File: config.mk
export PLATFORM = sky130hd
export DESIGN_NAME = fifo_frame_reader_flat
export DESIGN_NICKNAME = d
export VERILOG_FILES = /design/src/rtl/readout_pkg.sv /design/src/rtl/fifo_frame_reader_if.sv /design/src/rtl/word_to_byte_serializer.sv /design/src/rtl/fifo_frame_reader.sv /design/src/flat_wrapper.sv
export SDC_FILE = /design/constraint.sdc
export NUM_CORES = 1
export LEC_CHECK = 0
export ABC_CLOCK_PERIOD_IN_PS = 3800
export CAP_MARGIN = 10
export CORE_ASPECT_RATIO = 2
export CORE_MARGIN = 8
export CORE_UTILIZATION = 45
export DETAILED_ROUTE_END_ITERATION = 6
export GPL_TIMING_DRIVEN = 0
export PLACE_DENSITY = 0.8
export SYNTH_ARGS = -nofsm -noshare
export SYNTH_HDL_FRONTEND = slang
export SYNTH_SLANG_ARGS = --single-unit
File: constraint.sdc
create_clock -name clk -period 3.8 [get_ports clk]
set_clock_uncertainty 0.1 [all_clocks]
set_input_delay 0.57 -clock clk [delete_from_list [all_inputs] [get_ports clk]]
set_output_delay 0.57 -clock clk [all_outputs]
set_load 0.05 [all_outputs]
File: src/rtl/readout_pkg.sv
// readout_pkg: shared types and constants for the readout frame path
package readout_pkg;
  typedef enum logic [1:0] {IDLE, HEADER, PAYLOAD, TRAILER} state_t;
  localparam int HDR_BYTES = 4;
  localparam int TRL_BYTES = 4;
  localparam logic [15:0] DEF_HEADER_MAGIC = 16'hAA55;
  localparam logic [15:0] DEF_TRAILER_MAGIC = 16'h5AA5;
  localparam logic [1:0] RUN_STATE_RUNNING = 2'b10;
  // Byte i of a 4-byte field, counted MSB-first.
  function automatic logic [7:0] byte_of(input logic [31:0] w, input logic [1:0] i);
    return w[{~i, 3'b000} +: 8];
  endfunction
endpackage

File: src/rtl/fifo_frame_reader_if.sv
// fifo_frame_reader_if: FIFO readout, TCP transmit and status signals of the frame reader
interface fifo_frame_reader_if #(parameter int DATA_W = 32);
  logic enable;
  logic [DATA_W:0] fifo_dout;
  logic fifo_empty;
  logic fifo_rd_en;
  logic tcp_tx_full;
  logic tcp_tx_wr;
  logic [7:0] tcp_tx_data;
  logic busy;
  logic [15:0] frame_cnt;
  modport master (
    input enable, fifo_dout, fifo_empty, tcp_tx_full,
    output fifo_rd_en, tcp_tx_wr, tcp_tx_data, busy, frame_cnt
  );
  modport slave (
    output enable, fifo_dout, fifo_empty, tcp_tx_full,
    input fifo_rd_en, tcp_tx_wr, tcp_tx_data, busy, frame_cnt
  );
endinterface

File: src/rtl/word_to_byte_serializer.sv
// word_to_byte_serializer: splits a DATA_W word into bytes, MSB first, one per unstalled cycle
module word_to_byte_serializer #(parameter int DATA_W = 32) (
  input  logic              clk,
  input  logic              rst_n,
  input  logic              load,
  input  logic              stall,
  input  logic [DATA_W-1:0] din,
  output logic [7:0]        byte_out,
  output logic              idle,
  output logic              last_byte
);
  localparam int BYTES = DATA_W / 8;
  localparam int CW = $clog2(BYTES + 1);
  logic [DATA_W-1:0] sreg;
  logic [CW-1:0] cnt;
  // The loading cycle already emits the MSB byte straight from din, so cnt holds the bytes still pending.
  assign idle = cnt == '0;
  assign byte_out = idle ? din[DATA_W-1 -: 8] : sreg[DATA_W-1 -: 8];
  assign last_byte = idle ? (BYTES == 1) : (cnt == CW'(1));
  always_ff @(posedge clk)
    if (!rst_n) begin
      sreg <= '0;
      cnt <= '0;
    end else if (!stall && (load || !idle)) begin
      sreg <= (idle ? din : sreg) << 8;
      cnt <= idle ? CW'(BYTES - 1) : cnt - 1'b1;
    end
endmodule

File: src/rtl/fifo_frame_reader.sv
// fifo_frame_reader: pops frame-tagged FWFT words and streams them as header/payload/trailer bytes
module fifo_frame_reader
  import readout_pkg::*;
#(
  parameter int          DATA_W        = 32,
  parameter logic [15:0] HEADER_MAGIC  = DEF_HEADER_MAGIC,
  parameter logic [15:0] TRAILER_MAGIC = DEF_TRAILER_MAGIC
) (
  input logic clk,
  input logic rst_n,
  fifo_frame_reader_if.master bus
);
  state_t state;
  logic [1:0] idx;
  logic [15:0] word_cnt, frame_cnt;
  logic flag, tx_wr, rd_en, emit, ser_idle, last_byte, word_end;
  logic [7:0] tx_data, ser_byte;
  assign rd_en = rst_n && state == PAYLOAD && ser_idle && !bus.fifo_empty && !bus.tcp_tx_full;
  assign emit = state == PAYLOAD && !bus.tcp_tx_full && (rd_en || !ser_idle);
  // The frame-end flag is live on the capture cycle and latched for the remaining bytes.
  assign word_end = last_byte && (rd_en ? bus.fifo_dout[DATA_W] : flag);
  word_to_byte_serializer #(.DATA_W(DATA_W)) ser (
    .clk      (clk),
    .rst_n    (rst_n),
    .load     (rd_en),
    .stall    (!emit),
    .din      (bus.fifo_dout[DATA_W-1:0]),
    .byte_out (ser_byte),
    .idle     (ser_idle),
    .last_byte(last_byte)
  );
  always_ff @(posedge clk)
    if (!rst_n) begin
      state <= IDLE;
      idx <= '0;
      word_cnt <= '0;
      frame_cnt <= '0;
      flag <= 1'b0;
      tx_wr <= 1'b0;
      tx_data <= '0;
    end else begin
      tx_wr <= 1'b0;
      case (state)
        IDLE: state <= bus.enable && !bus.fifo_empty ? HEADER : IDLE;
        HEADER:
          if (!bus.tcp_tx_full) begin
            tx_wr <= 1'b1;
            tx_data <= byte_of({HEADER_MAGIC, frame_cnt}, idx);
            idx <= idx + 1'b1;
            state <= idx == 2'(HDR_BYTES - 1) ? PAYLOAD : HEADER;
          end
        PAYLOAD:
          if (emit) begin
            tx_wr <= 1'b1;
            tx_data <= ser_byte;
            word_cnt <= rd_en ? word_cnt + 1'b1 : word_cnt;
            flag <= rd_en ? bus.fifo_dout[DATA_W] : flag;
            state <= word_end ? TRAILER : PAYLOAD;
          end
        TRAILER:
          if (!bus.tcp_tx_full) begin
            tx_wr <= 1'b1;
            tx_data <= byte_of({TRAILER_MAGIC, word_cnt}, idx);
            idx <= idx + 1'b1;
            if (idx == 2'(TRL_BYTES - 1)) begin
              frame_cnt <= frame_cnt + 1'b1;
              word_cnt <= '0;
              state <= IDLE;
            end
          end
      endcase
    end
  assign bus.fifo_rd_en = rd_en;
  assign bus.tcp_tx_wr = tx_wr;
  assign bus.tcp_tx_data = tx_data;
  assign bus.busy = state != IDLE;
  assign bus.frame_cnt = frame_cnt;
endmodule

File: src/flat_wrapper.sv
// flat-port wrapper written by rule: the top's interface ports become plain ports
module fifo_frame_reader_flat import readout_pkg::*;
#(
  parameter int          DATA_W        = 32,
  parameter logic [15:0] HEADER_MAGIC  = DEF_HEADER_MAGIC,
  parameter logic [15:0] TRAILER_MAGIC = DEF_TRAILER_MAGIC
)
  (clk, rst_n, bus_enable, bus_fifo_dout, bus_fifo_empty, bus_tcp_tx_full, bus_fifo_rd_en, bus_tcp_tx_wr, bus_tcp_tx_data, bus_busy, bus_frame_cnt);
  fifo_frame_reader_if #(.DATA_W(DATA_W)) bus_i ();
  input logic clk;
  input logic rst_n;
  input wire logic [$bits(bus_i.enable)-1:0] bus_enable;
  input wire logic [$bits(bus_i.fifo_dout)-1:0] bus_fifo_dout;
  input wire logic [$bits(bus_i.fifo_empty)-1:0] bus_fifo_empty;
  input wire logic [$bits(bus_i.tcp_tx_full)-1:0] bus_tcp_tx_full;
  output wire logic [$bits(bus_i.fifo_rd_en)-1:0] bus_fifo_rd_en;
  output wire logic [$bits(bus_i.tcp_tx_wr)-1:0] bus_tcp_tx_wr;
  output wire logic [$bits(bus_i.tcp_tx_data)-1:0] bus_tcp_tx_data;
  output wire logic [$bits(bus_i.busy)-1:0] bus_busy;
  output wire logic [$bits(bus_i.frame_cnt)-1:0] bus_frame_cnt;
  assign bus_i.enable = bus_enable;
  assign bus_i.fifo_dout = bus_fifo_dout;
  assign bus_i.fifo_empty = bus_fifo_empty;
  assign bus_i.tcp_tx_full = bus_tcp_tx_full;
  assign bus_fifo_rd_en = bus_i.fifo_rd_en;
  assign bus_tcp_tx_wr = bus_i.tcp_tx_wr;
  assign bus_tcp_tx_data = bus_i.tcp_tx_data;
  assign bus_busy = bus_i.busy;
  assign bus_frame_cnt = bus_i.frame_cnt;
  fifo_frame_reader #(.DATA_W(DATA_W), .HEADER_MAGIC(HEADER_MAGIC), .TRAILER_MAGIC(TRAILER_MAGIC)) u_core (.clk(clk), .rst_n(rst_n), .bus(bus_i));
endmodule
==> key figures <==
Status
  – Status: finished, final reports clean

Min path
  – HP Class: flip-flop to flip-flop

Placed design
  – Dpl hpwl: 8.47 mm
  – RePlAce Congestion: around 0.94
  – Port Buf Inserts: 63
  – Place WS: between 0.3 and 0.4 ns

Worst setup path
  – Slowest-stage cell, CP: clkdlybuf4s50_1
  – Critical path startpoint: bus_tcp_tx_full
  – CP endpoint kind: output pin
  – Critical path class: input pin to output pin
  – CP top delay family: buffers and inverters
  – FF-to-FF setup slack: 1.48 ns
  – WP buf/inv: 3
  – Startpoint class of the critical path: input pin
  – Reg-to-Reg Start: u_core.ser.cnt[0]$_SDFFE_PN0P_
  – Top cell by count, worst path: clkdlybuf4s50_1
  – Reg2reg path depth: 8
  – Worst path cell trace: clkdlybuf4s50_1 -> nor3b_4 -> nand3_1 -> inv_1 -> clkdlybuf4s50_1
  – Worst R2R End: u_core.ser.sreg[28]$_SDFFE_PN0P_
  – Critical Path End: bus_fifo_rd_en
  – Worst path required time: about 3.1 ns
  – Worst stage delay on the critical path: 0.81 ns
  – Worst endpoint data arrival time: approximately 2.7 ns
  – CP Depth: 5
  – Max FO, Critical Path: 8

Logic synthesis
  – Async SR Flop Fraction: 0
  – Synth Register Bits: 73
  – Mapped Cells: approximately 440
  – Synth unique cells: 54
  – Cell area after synthesis: 3840 um2
  – Syn nets: 485
  – Mean Syn Cell Area: 8.71 um2
  – Ranking of synthesized cells by area: dfxtp_1, nand2_1, nand3_1
  – Synth cell count leaders: dfxtp_1, nand2_1, nand3_1, and2_1, nor2_1
  – EDFF count, synth: 0
  – Cell with the most instances after synthesis: dfxtp_1
  – Top FF cell, synth: dfxtp_1
  – Syn. warnings: 0
  – Share of the synthesized area in the top cell type: 0.381
  – Biggest area consumer among synthesized cells: dfxtp_1
  – Sequential cell area fraction in the yosys report: 0.381

Detailed routing
  – DRT Pass-1 Iters: 5
  – Post-DR vias/cell: 5.73
  – 1st-iter DRT viols: about 310
  – DRC viols: 0
  – Antenna Nets Post-Route: 0
  – Drt wl/cell: 17.7 um
  – Via count: 3544
  – Post-Route WL: 10.9 mm

Clock network
  – TritonCTS Sinks: 73
  – Setup Buffers After CTS: 0
  – Cts bufs inserted: 9
  – Post_cts resized: 0
  – Max H-tree Level: 3
  – Max Buffers Root-to-Sink: 2
  – Worst-Skew Late Latency: 0.34 ns
  – CTS tree: done
  – Root buffer cell: clkbuf_16
  – Cts hold-fix bufs: 0
  – Worst-path clk slew: roughly 0.050 ns

Timing
  – Worst slew pin tran: 0.633 ns
  – Fin. Hold Viols: 0
  – Worst slew margin: 0.574
  – Final setup vio count: 0
  – Final TNS setup: 0 ns
  – RSZ-0062 raised after global routing: no
  – Peak Freq: 293 MHz
  – Min Tclk post-route: about 3.4 ns
  – Fin worst setup slack: roughly 0.39 ns
  – Final count of pins violating max slew: 0
  – Period Utilization, post-route: 0.898
  – Worst hold margin: 0.364 ns

Floorplanning
  – Num rows: 47
  – Ports: 65
  – Die area: 11900 um2
  – Die Y: approximately 150 um
  – Die width: 81.3 um
  – Starting Density: 0.463
  – Core Region: 8290 um2

Final layout
  – Area growth from synthesis to final layout: 28.5%
  – Final net count: between 500 and 600
  – Fillers: approximately 730
  – ANT cells: 0
  – Layout Utilization: 0.595
  – Share of cells above drive strength 1: 0.0885

Global routing
  – First-pass GRT wire length: 18.5 mm
  – Initial antenna violation count: 0
  – Gr ovfl total: 0
  – Tot GR Track Use: 0.199
  – Largest net degree at the start of global routing: 13
  – Vias in the first global route: between 3000 and 4000

Pwr
  – Peak VDD IR: 0.289 mV
  – Leakage: 0.00205 uW
  – Pwr/cell area: 398 nW/um2

Run
  – Max-cap violation count: 0
flip-flops by register name, indices dropped and copies added, names as in the netlist, named ones only:
register and flops:
u_core.bus.tcp_tx_data 8, u_core.state 1, u_core.bus.tcp_tx_wr 1, u_core.flag 1, u_core.ser.sreg 24, u_core.ser.cnt 3, u_core.bus.frame_cnt 16, u_core.word_cnt 16
u_core.idx 2
report_power, final:
group	total, uW	switching, uW	internal, uW
registers	793	11.3	781
logic	223	127	96.3
clock network	950	322	628
total	1970	460	1510
through the flow:
stage,instances,power (uW),instance area (um2)
2_1_floorplan,441,938,3840
6_report,618,1970,4930
3_5_place_dp,602,1030,4590
3_3_place_gp,602,1030,4590
4_1_cts,618,1980,4930
5_1_grt,618,2030,4930
per-layer routing:
metal  part of all wire  track usage
met1               0.35        0.196
met2               0.55        0.351
met3              0.047       0.0443
met4              0.053        0.127
met5                  0            0
cells by family after synthesis:
kind of cell | after synthesis | share of synthesized area
adder cells (fa/ha/maj) | 6 | 0.0195
AND/OR/NAND/NOR | 205 | 0.287
AO/OA/AOI/OAI | 76 | 0.151
XOR/XNOR | 29 | 0.0661
buffers and inverters | 39 | 0.0489
multiplexers | 13 | 0.0469
flip-flops | 73 | 0.381
area by class of cell:
cell class	instances	area [um2]	share of cell area
Timing Repair Buffer	63	631	0.128
Inverter	11	41.3	0.00837
Sequential cell	73	1460	0.296
Multi-Input combinational cell	329	2190	0.444
Clock buffer	12	267	0.0540
Buffer	28	146	0.0297
Clock inverter	4	73.8	0.0150
Tap cell	98	123	0.0249
layout by cell type, fill, tap and decap left out, types with 9 or more instances in the layout:
cell type / n
clkbuf_1: 15
o21ai_0: 14
inv_1: 10
and2_1: 28
a21boi_0: 9
xor2_1: 14
nor2_1: 21
clkdlybuf4s50_1: 63
nand2_1: 66
dfxtp_1: 73
mux2i_1: 9
o211a_1: 18
nand3_1: 39
clkbuf_16: 9
xnor2_1: 15
how the worst min path moves through the flow:
| stage | start | to | cells after the start |
|---|---|---|---|
| after floorplan | u_core.ser.sreg[10]$_SDFFE_PN0P_ | u_core.ser.sreg[10]$_SDFFE_PN0P_ | 2 |
| after global placement | u_core.ser.sreg[9]$_SDFFE_PN0P_ | u_core.ser.sreg[9]$_SDFFE_PN0P_ | 2 |
| after detailed placement | u_core.ser.sreg[10]$_SDFFE_PN0P_ | u_core.ser.sreg[10]$_SDFFE_PN0P_ | 2 |
| after CTS | u_core.ser.sreg[10]$_SDFFE_PN0P_ | u_core.ser.sreg[10]$_SDFFE_PN0P_ | 2 |
| after global routing | u_core.ser.sreg[11]$_SDFFE_PN0P_ | u_core.ser.sreg[11]$_SDFFE_PN0P_ | 2 |
| final | u_core.ser.sreg[10]$_SDFFE_PN0P_ | u_core.ser.sreg[10]$_SDFFE_PN0P_ | 2 |
worst register-to-register path: stages (launching register included):
cell and delay, ns:
dfxtp_1 0.37, inv_1 0.08, ha_1 0.24, nand2b_1 0.25, clkbuf_1 0.42, clkbuf_1 0.42, nand2_1 0.11, nand3_1 0.11
o211a_1 0.16
Note: power is estimated with default switching activity, not from simulation.
